`src/rtl/reg_write_tracer.sv`:
```
// Register-file write tracer: snoops writeback, queues commits in a FIFO and streams
// them as 3-beat HDR/PC/DATA packets. Optional regMask filter under TRACE_REG_FILTER_EN.
module reg_write_tracer #(
   parameter int DEPTH      = 8,
   parameter int DROP_WIDTH = 16
) (
   input  logic                    clock,
   input  logic                    resetN,
   input  logic [31:0]             pcIn,
   input  logic                    regWrite,
   input  logic [4:0]              writeReg,
   input  logic [31:0]             writeData,
`ifdef TRACE_REG_FILTER_EN
   input  logic [31:0]             regMask,
`endif
   output logic                    traceValid,
   input  logic                    traceReady,
   output logic [31:0]             traceData,
   output logic                    traceLast,
   output logic                    overflow,
   output logic [DROP_WIDTH-1:0]   dropCount,
   output logic [$clog2(DEPTH):0]  fifoLevel
);

   localparam int AW = $clog2(DEPTH);
   localparam int EW = 16 + 5 + 32 + 32;

   typedef enum logic [1:0] {IDLE, HDR, PC, DATA} state_t;

   state_t                  state_reg, state_next;
   logic [EW-1:0]           mem [DEPTH];
   logic [AW-1:0]           wr_ptr_reg, rd_ptr_reg;
   logic [AW:0]             level_reg, level_next;
   logic [15:0]             seq_reg;
   logic                    overflow_reg;
   logic [DROP_WIDTH-1:0]   drop_reg;
   logic                    qualify, full, pop, push, drop;
   logic [EW-1:0]           head;
   logic [15:0]             head_seq;
   logic [4:0]              head_reg;
   logic [31:0]             head_pc, head_data;

`ifdef TRACE_REG_FILTER_EN
   assign qualify = regWrite && (writeReg != 5'd0) && regMask[writeReg];
`else
   assign qualify = regWrite && (writeReg != 5'd0);
`endif

   assign full = (level_reg == (AW+1)'(DEPTH));
   assign pop  = (state_reg == DATA) && traceReady;
   // A pop on the same edge frees the slot, so a push into a full FIFO still lands.
   assign push = qualify && (!full || pop);
   assign drop = qualify && full && !pop;

   always_comb begin
      level_next = level_reg;
      if (push && !pop)
         level_next = level_reg + (AW+1)'(1);
      else if (!push && pop)
         level_next = level_reg - (AW+1)'(1);
   end

   // Storage carries no reset; validity is tracked by the pointers and level.
   always_ff @(posedge clock) begin
      if (push)
         mem[wr_ptr_reg] <= {seq_reg, writeReg, pcIn, writeData};
   end

   assign head      = mem[rd_ptr_reg];
   assign head_seq  = head[84:69];
   assign head_reg  = head[68:64];
   assign head_pc   = head[63:32];
   assign head_data = head[31:0];

   always_ff @(posedge clock or negedge resetN) begin
      if (!resetN) begin
         state_reg    <= IDLE;
         wr_ptr_reg   <= '0;
         rd_ptr_reg   <= '0;
         level_reg    <= '0;
         seq_reg      <= '0;
         overflow_reg <= 1'b0;
         drop_reg     <= '0;
      end else begin
         state_reg <= state_next;
         level_reg <= level_next;
         if (push)
            wr_ptr_reg <= wr_ptr_reg + AW'(1);
         if (pop)
            rd_ptr_reg <= rd_ptr_reg + AW'(1);
         if (qualify)
            seq_reg <= seq_reg + 16'd1;
         if (drop) begin
            overflow_reg <= 1'b1;
            if (drop_reg != '1)
               drop_reg <= drop_reg + DROP_WIDTH'(1);
         end
      end
   end

   always_comb begin
      state_next = state_reg;
      traceValid = 1'b0;
      traceLast  = 1'b0;
      traceData  = '0;
      case (state_reg)
         IDLE: begin
            if (level_reg != '0)
               state_next = HDR;
         end
         HDR: begin
            traceValid = 1'b1;
            traceData  = {8'hA5, 3'b000, head_reg, head_seq};
            if (traceReady)
               state_next = PC;
         end
         PC: begin
            traceValid = 1'b1;
            traceData  = head_pc;
            if (traceReady)
               state_next = DATA;
         end
         DATA: begin
            traceValid = 1'b1;
            traceLast  = 1'b1;
            traceData  = head_data;
            // Level after this edge's pop (and any coincident push) decides back-to-back.
            if (traceReady)
               state_next = (level_next != '0) ? HDR : IDLE;
         end
         default: state_next = IDLE;
      endcase
   end

   assign overflow  = overflow_reg;
   assign dropCount = drop_reg;
   assign fifoLevel = level_reg;

endmodule

```
`config.mk`:
```
export PLATFORM = sky130hd
export DESIGN_NAME = reg_write_tracer
export DESIGN_NICKNAME = d
export VERILOG_FILES = /design/src/rtl/reg_write_tracer.sv
export SDC_FILE = /design/constraint.sdc
export NUM_CORES = 1
export LEC_CHECK = 0
export CORE_ASPECT_RATIO = 0.8
export CORE_MARGIN = 2
export CORE_UTILIZATION = 55
export CTS_CLUSTER_SIZE = 16
export DETAILED_ROUTE_END_ITERATION = 10
export PLACE_DENSITY = 0.74
export SYNTH_ARGS = -nofsm -noshare
export SYNTH_HDL_FRONTEND = slang
export SYNTH_SLANG_ARGS = --single-unit
```
`constraint.sdc`:
```
create_clock -name clock -period 18.3 [get_ports clock]
set_input_delay 1.83 -clock clock [delete_from_list [all_inputs] [get_ports clock]]
set_output_delay 1.83 -clock clock [all_outputs]
set_load 0.01 [all_outputs]
```
## After elaboration in Yosys (flattened, before gate mapping)

Memory sizes are Yosys's and may differ from the RTL's.
Index checks and enable logic that the tools add are counted.

| cells by class | value |
|---|---|
| divide/modulo/power cells | 0 |
| multipliers | 0 |
| bitwise operators | 0 |
| muxes and demuxes | 13 |
| add/sub/neg operators | 6 |
| $lt $le $gt $ge | 0 |
| reductions and logical operators | 18 |
| equal/unequal tests | 9 |
| shift operators | 0 |

Operators with widths:

| cell | number |
|---|---|
| $pmux 32 s3 | 1 |
| $add 16x1->16 const B | 2 |
| $ne 16x16->1 const B | 1 |
| $mux 2 | 4 |
| $mux 4 | 2 |
| $ne 2x2->1 const B | 4 |
| $pmux 2 s4 | 1 |
| $reduce_bool 4->1 | 2 |
| $logic_and 1x1->1 | 7 |
| $add 3x1->3 const B | 2 |
| $mux 1 | 5 |
| $reduce_bool 5->1 | 1 |
| $add 4x1->4 const B | 1 |
| $eq 2x2->1 const B | 2 |
| $eq 4x4->1 const B | 1 |
| $reduce_and 4->1 | 1 |
| $sub 4x1->4 const B | 1 |
| $logic_not 1->1 | 3 |
| $reduce_or 3->1 | 1 |
| $eq 2x1->1 const B | 1 |
| $logic_not 2->1 | 1 |
| $reduce_and 2->1 | 1 |
| $logic_or 1x1->1 | 1 |

| storage, ports and cells | value |
|---|---|
| logic and storage cells | 54 |
| RAM bits | 680 |
| ROM bits | 0 |
| bits in latches | 0 |
| register bits | 45 |
| memories kept | 1 |
| input bits | 73 |
| output and inout bits | 55 |

Memories:

| name | depth | bits a word | read ports | clocked after memory_dff | write ports | line | RTL |
|---|---|---|---|---|---|---|---|
| mem | 8 | 85 | 1 | 0 | 1 | 31 | `logic [EW-1:0] mem [DEPTH];` |

## Longest topological paths before layout

Gate-level depths: netlist (run 1).

| depth | value |
|---|---|
| depth in word-level cells | 12 |
| gate-level depth with buffers | 9 |
| mapped depth without buffers | 8 |

## Least setup slack after synthesis (run 1)

OpenSTA, ideal clock, no wires.

| path | value |
|---|---|
| path kind | input -> register |
| from | input port writeReg[3] |
| to | memory mem[1][0] (netlist bit), enable pin |
| library setup time | 0.633 ns |
| required time | 17.667 ns |
| path buffers | 0 |
| stages | 5 |
| slack | 9.374 ns |
| arrival | 8.293 ns |
| path through | or4_1 o21a_2 nor2b_1 nand2_1 nor3_1 |

| between the ends | value |
|---|---|
| word-level cells in the longest chain between the ends | 5 |

RTL lines:

| what | line | RTL |
|---|---|---|
| from (decl) | 11 | `input logic [4:0] writeReg,` |
| $reduce_bool 5->1 | 46 | `assign qualify = regWrite && (writeReg != 5'd0);` |
| $logic_and 1x1->1 | 46 |  |
| $logic_and 1x1->1 | 52 | `assign push = qualify && (!full \|\| pop);` |
| $mux 1 | 65 | `if (push)` |
| $mux 1 (implied by the code) | 66 | `mem[wr_ptr_reg] <= {seq_reg, writeReg, pcIn, writeData};` |
| to (decl) | 31 |  |

Every way passes these cells.

## Worst setup path in the final report (run 1)

| path | value |
|---|---|
| from | register rd_ptr_reg[0] |
| to | output port traceData[11] |

| between the ends | value |
|---|---|
| word-level cells in the longest chain between the ends | 2 |

RTL lines:

| what | line | RTL |
|---|---|---|
| from (decl) | 32 | `logic [AW-1:0] wr_ptr_reg, rd_ptr_reg;` |
| from (signal assigned) | 90 | `rd_ptr_reg <= rd_ptr_reg + AW'(1);` |
| $mem_v2 8x85 | n/a |  |
| $pmux 32 s3 | 106 | `case (state_reg)` |
| to (decl) | 18 | `output logic [31:0] traceData,` |

Every way passes these cells.

==> results of run 1 <==
==> cells in the mapped netlist, drive strengths merged, types with 12 or more instances <==
library cell,count,area [µm²]
edfxtp,680,20420
mux4,170,3829
mux2,81,912.1
nor2,46,172.7
dfrtp,45,1126
clkbuf,37,138.9
buf,26,165.2
nand2,25,93.84
xnor2,25,219.0
a222oi,21,210.2
nand3,17,85.08
xor2,12,105.1
==> cells by family after synthesis <==
family | Yosys count | share of synthesized area
fa+ha+maj | 11 | 0.004896
flops | 725 | 0.7665
mux | 254 | 0.1697
buf+inv | 68 | 0.01148
simple gates | 125 | 0.02092
xor+xnor | 37 | 0.01153
compound gates | 53 | 0.01500
==> worst max-delay path: cells and delay by family, from the launching register on <==
kind            cells  cell delay (ns)
flops               1             0.76
buf+inv             2             1.23
mux                 2             0.88
compound gates      1             0.38
simple gates        1             0.17
==> area by class of cell <==
| type | instances | area share |
|---|---|---|
| Clock buffer | 92 | 0.05818 |
| Clock inverter | 22 | 0.005472 |
| Antenna cell | 3 | 0.0002329 |
| Inverter | 5 | 0.0005821 |
| Sequential cell | 725 | 0.6686 |
| Multi-Input combinational cell | 480 | 0.1956 |
| Tap cell | 684 | 0.02655 |
| Timing Repair Buffer | 149 | 0.04479 |
==> report_power, final <==
part           total, mW  internal, mW  switching (mW)
combinational       1.53         0.750           0.782
clock               1.33         0.758           0.571
sequential          2.24          2.10           0.144
total               5.10          3.61            1.50
==> through the flow <==
stage / util / instances / setup WS (ns) / hold slack, ns / area (µm²)
finish: 0.6354 / 2160 / 12.29 / 0.4877 / 32240
global route: 0.6354 / 2160 / 12.06 / 0.5297 / 32240
CTS: 0.6353 / 2157 / 12.21 / 0.4917 / 32230
detailed placement: 0.5948 / 2043 / 12.13 / 0.4738 / 30180
global placement: 0.5948 / 2043 / 12.28 / 0.4511 / 30180
floorplan: - / 1273 / 9.374 / 0.4805 / 28110
==> layer usage <==
metal  part of all wire  vias to the layer above  track usage  wire length, µm
li1                   -                     5639            -                -
met3              0.078                       81      0.04869             4506
met4              0.019                        6      0.05710             1119
met5            0.00090                        -            0               52
met2               0.47                      553       0.3476            27360
met1               0.43                     7039       0.3330            24800
==> final timing paths <==
check | start | end | cells past startpoint
min | dropCount[5]$_DFFE_PN0P_ | dropCount[5]$_DFFE_PN0P_ | 1
max in group asynchronous | resetN | rd_ptr_reg[0]$_DFFE_PN0N_ | 1
max | rd_ptr_reg[0]$_DFFE_PN0N_ | traceData[11] | 6
min reg2reg | dropCount[5]$_DFFE_PN0P_ | dropCount[5]$_DFFE_PN0P_ | 1
max reg2reg | fifoLevel[1]$_DFF_PN0_ | mem[7][41]$_DFFE_PP_ | 8
min in group asynchronous | resetN | dropCount[12]$_DFFE_PN0P_ | 1
==> results.toml, run 1 <==
[routing]
drtPass1Iterations = 7
drtAntennaViolNets = 0
via_count = 13320
drt-initial-drc-count = 1345
wl_um = 57850
wl_per_cell_um = 26.78
drcViolationCount = 0
vias_per_cell = 6.166

[status]
status = "completed"

[finish]
mostFrequentLayoutCell = "edfxtp_1"
multiInputGateArea_um2 = 6305
area.sequential_um2 = 21560
n_fill_cell = 3354
largest_register_ffs = 680
area_delta_synth_final_pct = 14.69
fin_nets = 1514
drive_gt1_frac = 0.2519
most-common-layout-cells = "edfxtp_1, mux4_2, clkdlybuf4s50_1"

[worst_setup_path]
crit_path_cell_trace = "buf_12 > mux4_2 > mux2_2 > a222oi_1 > nor2_1 > clkdlybuf4s50_1"
cp_max_fo = 109
required_ns = 16.47
cp-end-kind = "output port"
slowest_stage = "dfrtp_4"
worstPathArrival_ns = 4.18
path_class = "reg2out"
worstSetupStartpointType = "flop"
critPathMaxStageDelay_ns = 0.76
reg2reg_setup_slack_ns = 14.23

[die]
die_w_um = 256.8
fp-row-count = 74
core_area_um2 = 50740
num_io_pins = 128
start_util = 0.5540
die_h_um = 206.2
die-area_um2 = 52950

[global_routing]
grt_pass1_vias = 13730
grt_max_degree = 110
antenna_found_initial = 6
grt_pass1_wl_um = 87270
grt_overflow = 0
grtUsageTotal = 0.2250

[synth]
syn_area_um2 = 28110
synth.distinct_cells = 37
ys.flop_type = "edfxtp_1"
synthCells = 1273
ys_seq_elements = 725
synth.yosys.warnings = 0
yosysSeqAreaShare = 0.7665
ys_async_sr_fraction = 0.06207
synth_edf_count = 680
syn_area_per_cell_um2 = 22.08
syn_nets = 1357

[sta]
final.setup.tns_ns = 0
finalSetupViolCount = 0
slew_violations = 0
finalHoldViolCount = 0
fin_skew_ns = 0.02110
tightest_slew_ns = 1.089
slew_headroom = 0.2725
rsz0062_at_grt = "false"
fmax_mhz = 166.3
fin_crit_sh = 0.3286
fin_crit_ns = 6.013

[clock_tree]
cts_setup_buffers = 0
cts_sinks = 725
clockBufferDepth = 3
cts_resized = 0
root_buffer = "clkbuf_16"
cts.clk_slew.worst_paths_ns = 0.06
cts_buffers = 69
cts_max_level = 3
insertion_delay_ns = 0.59
cts_tree = "built"
ctsHoldBuffers = 0

[power_and_ir_drop]
leakage_nw = 10.26
finalPower_mw = 5.104
power_density_nw_per_um2 = 158.3
irDropWorstVdd_mv = 0.09241

[placement]
gp_congestion = 0.7607
dp_hpwl_um = 31340
portBuffers = 127

[job]
drv_cap = 0

[min_path]
hold_path.class = "reg2reg"
Power figures use the tool's default switching activity.
==> run 2: changes to the inputs <==
==> constraint.sdc (replaced) <==
create_clock -name clock -period 5.56 [get_ports clock]
set_input_delay 0.556 -clock clock [delete_from_list [all_inputs] [get_ports clock]]
set_output_delay 0.556 -clock clock [all_outputs]
set_load 0.01 [all_outputs]
==> results.toml, run 2 (synthesis results as in run 1) <==
[status]
status = "completed"

[routing]
drtPass1Iterations = 8
wl_um = 58880
drcViolationCount = 0
drtAntennaViolNets = 0
via_count = 13400
drt-initial-drc-count = 1357
wl_per_cell_um = 26.95
vias_per_cell = 6.131

[sta]
finalHoldViolCount = 0
fin_crit_sh = 0.8047
fmax_mhz = 223.5
fin_skew_ns = 0.02501
finalSetupViolCount = 0
slew_violations = 0
fin_crit_ns = 4.474
final.setup.tns_ns = 0
timing.final.ws_setup_ns = 1.086
tightest_slew_ns = 1.198
slew_headroom = 0.2016
rsz0062_at_grt = "false"

[worst_setup_path]
required_ns = 5.00
worstSetupStartpointType = "flop"
regToRegStartpoint = "fifoLevel[0]$_DFF_PN0_"
setup.worst_path.end = "traceData[9]"
cp-end-kind = "output port"
reg2reg_setup_slack_ns = 2.34
rr_endpoint = "mem[5][83]$_DFFE_PP_"
cp_max_fo = 35
path_class = "reg2out"
worstPathArrival_ns = 3.92
worst-r2r-cell-count = 8
setup.worst_path.start = "rd_ptr_reg[0]$_DFFE_PN0N_"

[placement]
dpl_worst_slack_ns = 1.544
dp_hpwl_um = 33410
portBuffers = 127
gp_congestion = 0.7448
place_area_um2 = 30420

[power_and_ir_drop]
p_sw_frac = 0.2983
power_density_nw_per_um2 = 526.5
irDropWorstVdd_mv = 0.3577
p_seq_frac = 0.434
cellInternalPower_mw = 12.04
p_comb_frac = 0.301
finalPower_mw = 17.16
leakage_nw = 10.45
p_switching_mw = 5.120
clockPowerShare = 0.265

[die]
num_io_pins = 128
core_area_um2 = 50740
fp-row-count = 74
start_util = 0.5540
die-area_um2 = 52950
die_h_um = 206.2
die_w_um = 256.8

[clock_tree]
root_buffer = "clkbuf_16"
ctsHoldBuffers = 0
cts.clk_slew.worst_paths_ns = 0.06
insertion_delay_ns = 0.61
cts_tree = "built"
cts_resized = 0
cts_setup_buffers = 0
cts_max_level = 3
cts_buffers = 69
cts_sinks = 725
clockBufferDepth = 3

[global_routing]
grt_overflow = 0
grt_pass1_wl_um = 88380
grtUsageTotal = 0.2288
antenna_found_initial = 8
grt_pass1_vias = 13990
grt_max_degree = 73

[finish]
mostFrequentLayoutCell = "edfxtp_1"
n_fill_cell = 3355
drive_gt1_frac = 0.2670
finalInstanceArea_um2 = 32600
most-common-layout-cells = "edfxtp_1, mux4_2, clkdlybuf4s50_1"
area_delta_synth_final_pct = 15.97
area.sequential_um2 = 21560
largest_register_ffs = 680
multiInputGateArea_um2 = 6315
fin_nets = 1530

[job]
drv_cap = 0

[min_path]
hold_path.class = "in2async"
[run 2: cell count changes in the layout (fill, tap and decap cells not counted), sizes merged]
cell / change
buf: +16
bufinv: +1
clkbuf: -6
clkinv: +12
inv: +2
[run 2: metrics by stage]
stage                     instances  hold slack [ns]  utilization
after floorplan                1273           0.2604            -
after global placement         2059           0.4505       0.5996
after detailed placement       2059           0.4859       0.5996
after CTS                      2182           0.1408       0.6424
after global routing           2183           0.2156       0.6424
final                          2185           0.1360       0.6425
[run 2: how the worst min path moves through the flow]
stage                               from  slack (ns)  cells past startpoint                         to
2_1_floorplan                     resetN        0.26                      0   dropCount[0]$_DFFE_PN0P_
3_3_place_gp        overflow$_DFFE_PN0P_        0.45                      1       overflow$_DFFE_PN0P_
6_report                          resetN        0.14                      1   dropCount[9]$_DFFE_PN0P_
3_5_place_dp   dropCount[15]$_DFFE_PN0P_        0.49                      1  dropCount[15]$_DFFE_PN0P_
4_1_cts                           resetN        0.14                      1   dropCount[0]$_DFFE_PN0P_
5_1_grt                           resetN        0.22                      1   dropCount[9]$_DFFE_PN0P_
[run 2: layout make-up]
class	count	area share
antenna	3	0.0002303
timing repair buffer	165	0.05143
clock inverter	37	0.009365
inverter	5	0.0005757
tap	684	0.02625
clock buffer	86	0.05719
sequential	725	0.6613
multi-input combinational	480	0.1937
[run 2: power groups by stage]
stage	clock network (mW)	registers, mW	logic [mW]
after floorplan	0	7.30	3.49
after global routing	4.82	7.54	5.52
after CTS	4.61	7.46	5.24
final	4.54	7.45	5.17
after detailed placement	0	7.57	5.20
after global placement	0	7.51	5.16
[run 2: worst max-delay path, cell delays in order, from the launching register on]
cell,delay (ns)
dfrtp_4,0.93
buf_12,0.31
mux4_2,0.52
mux2_2,0.33
a222oi_1,0.54
nor2_1,0.13
clkdlybuf4s50_1,0.52
[run 2: metal layers]
metal | routed length (µm) | vias up | GRT usage
met5 | 35 | - | 0
met4 | 1140 | 6 | 0.05876
met3 | 4543 | 94 | 0.05163
met2 | 28420 | 507 | 0.3648
met1 | 24740 | 7111 | 0.3266
li1 | - | 5678 | -
==> run 3: changes to the inputs <==
--- a/config.mk
+++ b/config.mk
@@ -7,10 +7,10 @@
 export LEC_CHECK = 0
 export CORE_ASPECT_RATIO = 0.8
 export CORE_MARGIN = 2
-export CORE_UTILIZATION = 55
+export CORE_UTILIZATION = 54
 export CTS_CLUSTER_SIZE = 16
 export DETAILED_ROUTE_END_ITERATION = 10
-export PLACE_DENSITY = 0.74
+export PLACE_DENSITY = 0.75
 export SYNTH_ARGS = -nofsm -noshare
 export SYNTH_HDL_FRONTEND = slang
 export SYNTH_SLANG_ARGS = --single-unit
==> constraint.sdc (replaced) <==
create_clock -name clock -period 4 [get_ports clock]
set_input_delay 0.4 -clock clock [delete_from_list [all_inputs] [get_ports clock]]
set_output_delay 0.4 -clock clock [all_outputs]
set_load 0.01 [all_outputs]
==> results.toml, run 3 (synthesis results as in run 1) <==
[sta]
hold_ws_ns = 0.4646
finalSetupViolCount = 0
rsz0062_at_grt = "true"
fmax_mhz = 260.1
tightest_slew_ns = 1.043
fin_crit_sh = 0.9610
fin_skew_ns = 0.01970
slew_violations = 0
slew_headroom = 0.3047
finalHoldViolCount = 0
fin_crit_ns = 3.844

[finish]
area_delta_synth_final_pct = 16.90
most-common-layout-cells = "edfxtp_1, mux4_2, clkdlybuf4s50_1"
finalInstanceArea_um2 = 32860
mostFrequentLayoutCell = "edfxtp_1"
fin_nets = 1541
drive_gt1_frac = 0.2705
area.sequential_um2 = 21560
multiInputGateArea_um2 = 6315
largest_register_ffs = 680
n_fill_cell = 3285

[global_routing]
grt_overflow = 0
antenna_found_initial = 4
grt_pass1_wl_um = 88480
grt_pass1_vias = 13980
grt_max_degree = 68
grtUsageTotal = 0.2247

[clock_tree]
cts_sinks = 725
insertion_delay_ns = 0.63
root_buffer = "clkbuf_16"
cts_buffers = 69
clockBufferDepth = 3
cts_tree = "built"
cts_max_level = 3
cts.clk_slew.worst_paths_ns = 0.06

[min_path]
hold_path.class = "reg2reg"

[worst_setup_path]
cp-end-kind = "output port"
required_ns = 3.60
worstSetupStartpointType = "flop"
path_class = "reg2out"
worstPathArrival_ns = 3.44
cp_max_fo = 48

[power_and_ir_drop]
p_sw_frac = 0.2985
finalPower_mw = 24.21
p_seq_frac = 0.418
p_comb_frac = 0.319
cellInternalPower_mw = 16.98
p_switching_mw = 7.226
clockPowerShare = 0.263
leakage_nw = 10.60
irDropWorstVdd_mv = 0.4458
power_density_nw_per_um2 = 736.6

[routing]
vias_per_cell = 6.199
wl_um = 58900
drt-initial-drc-count = 1720
via_count = 13550
drcViolationCount = 0
wl_per_cell_um = 26.95
drtAntennaViolNets = 0
drtPass1Iterations = 8

[placement]
place_area_um2 = 30570
portBuffers = 127
gp_congestion = 0.7689
dp_hpwl_um = 33030

[die]
num_io_pins = 128
die-area_um2 = 53910
die_h_um = 208.1
fp-row-count = 74
die_w_um = 259.1
core_area_um2 = 51200
start_util = 0.5490

[job]
drv_cap = 0

[status]
status = "completed"
## run 3: final cells by class
class | instances | share of cell area
Antenna cell | 1 | 0.00007615
Clock buffer | 82 | 0.05403
Clock inverter | 33 | 0.01203
Inverter | 5 | 0.0005711
Multi-Input combinational cell | 480 | 0.1922
Sequential cell | 725 | 0.6560
Tap cell | 684 | 0.02604
Timing Repair Buffer | 176 | 0.05906
## run 3: final timing paths
path,from,to,slack [ns],cells past startpoint
worst min-delay path,overflow$_DFFE_PN0P_,overflow$_DFFE_PN0P_,0.46,1
worst min register to register,overflow$_DFFE_PN0P_,overflow$_DFFE_PN0P_,0.46,1
worst max-delay path,rd_ptr_reg[0]$_DFFE_PN0N_,traceData[12],0.16,6
min in group asynchronous,resetN,dropCount[10]$_DFFE_PN0P_,0.52,2
worst max register to register,fifoLevel[1]$_DFF_PN0_,mem[1][51]$_DFFE_PP_,1.05,8
max in group asynchronous,resetN,rd_ptr_reg[1]$_DFFE_PN0N_,2.71,2
## run 3: repair_timing
action                                  CTS  global route
hold buffers                              1             0
resized for setup                         3             6
pin swaps                                 2             6
hold endpoints to repair                 39             0
setup buffers                             0             6
endpoints found under the setup margin    2            23
cloned                                    0             1
## run 3: power groups by stage
stage	Combinational (mW)	Sequential, mW	Clock [mW]
after CTS	7.69	10.1	6.47
after global routing	8.22	10.2	6.74
final	7.71	10.1	6.37
after detailed placement	7.62	10.3	0
after floorplan	4.87	10.1	0
after global placement	7.56	10.2	0
## run 3: worst max-delay path: stages (launching register included)
cell             delay, ns
dfrtp_4               0.60
buf_16                0.36
mux4_2                0.56
mux2_2                0.29
a222oi_1              0.39
nor2_1                0.09
clkdlybuf4s50_1       0.49
## run 3: stage by stage
| stage | setup TNS, ns | worst slack [ns] | cells | util |
|---|---|---|---|---|
| 4_1_cts | -0.02820 | -0.02820 | 2178 | 0.6399 |
| 3_5_place_dp | 0 | 0.5603 | 2062 | 0.5971 |
| 2_1_floorplan | -86.15 | -0.1759 | 1273 | - |
| 5_1_grt | -0.05726 | -0.04124 | 2185 | 0.6417 |
| 6_report | 0 | 0.1558 | 2186 | 0.6418 |
| 3_3_place_gp | 0 | 0.5901 | 2062 | 0.5971 |
## run 3: metal layers
metal / global-route usage / vias to the layer above / part of all wire
li1: - / 5696 / -
met1: 0.3290 / 7151 / 0.41
met2: 0.3441 / 590 / 0.48
met3: 0.05409 / 105 / 0.088
met4: 0.05940 / 8 / 0.022
met5: 0 / - / 0.00088
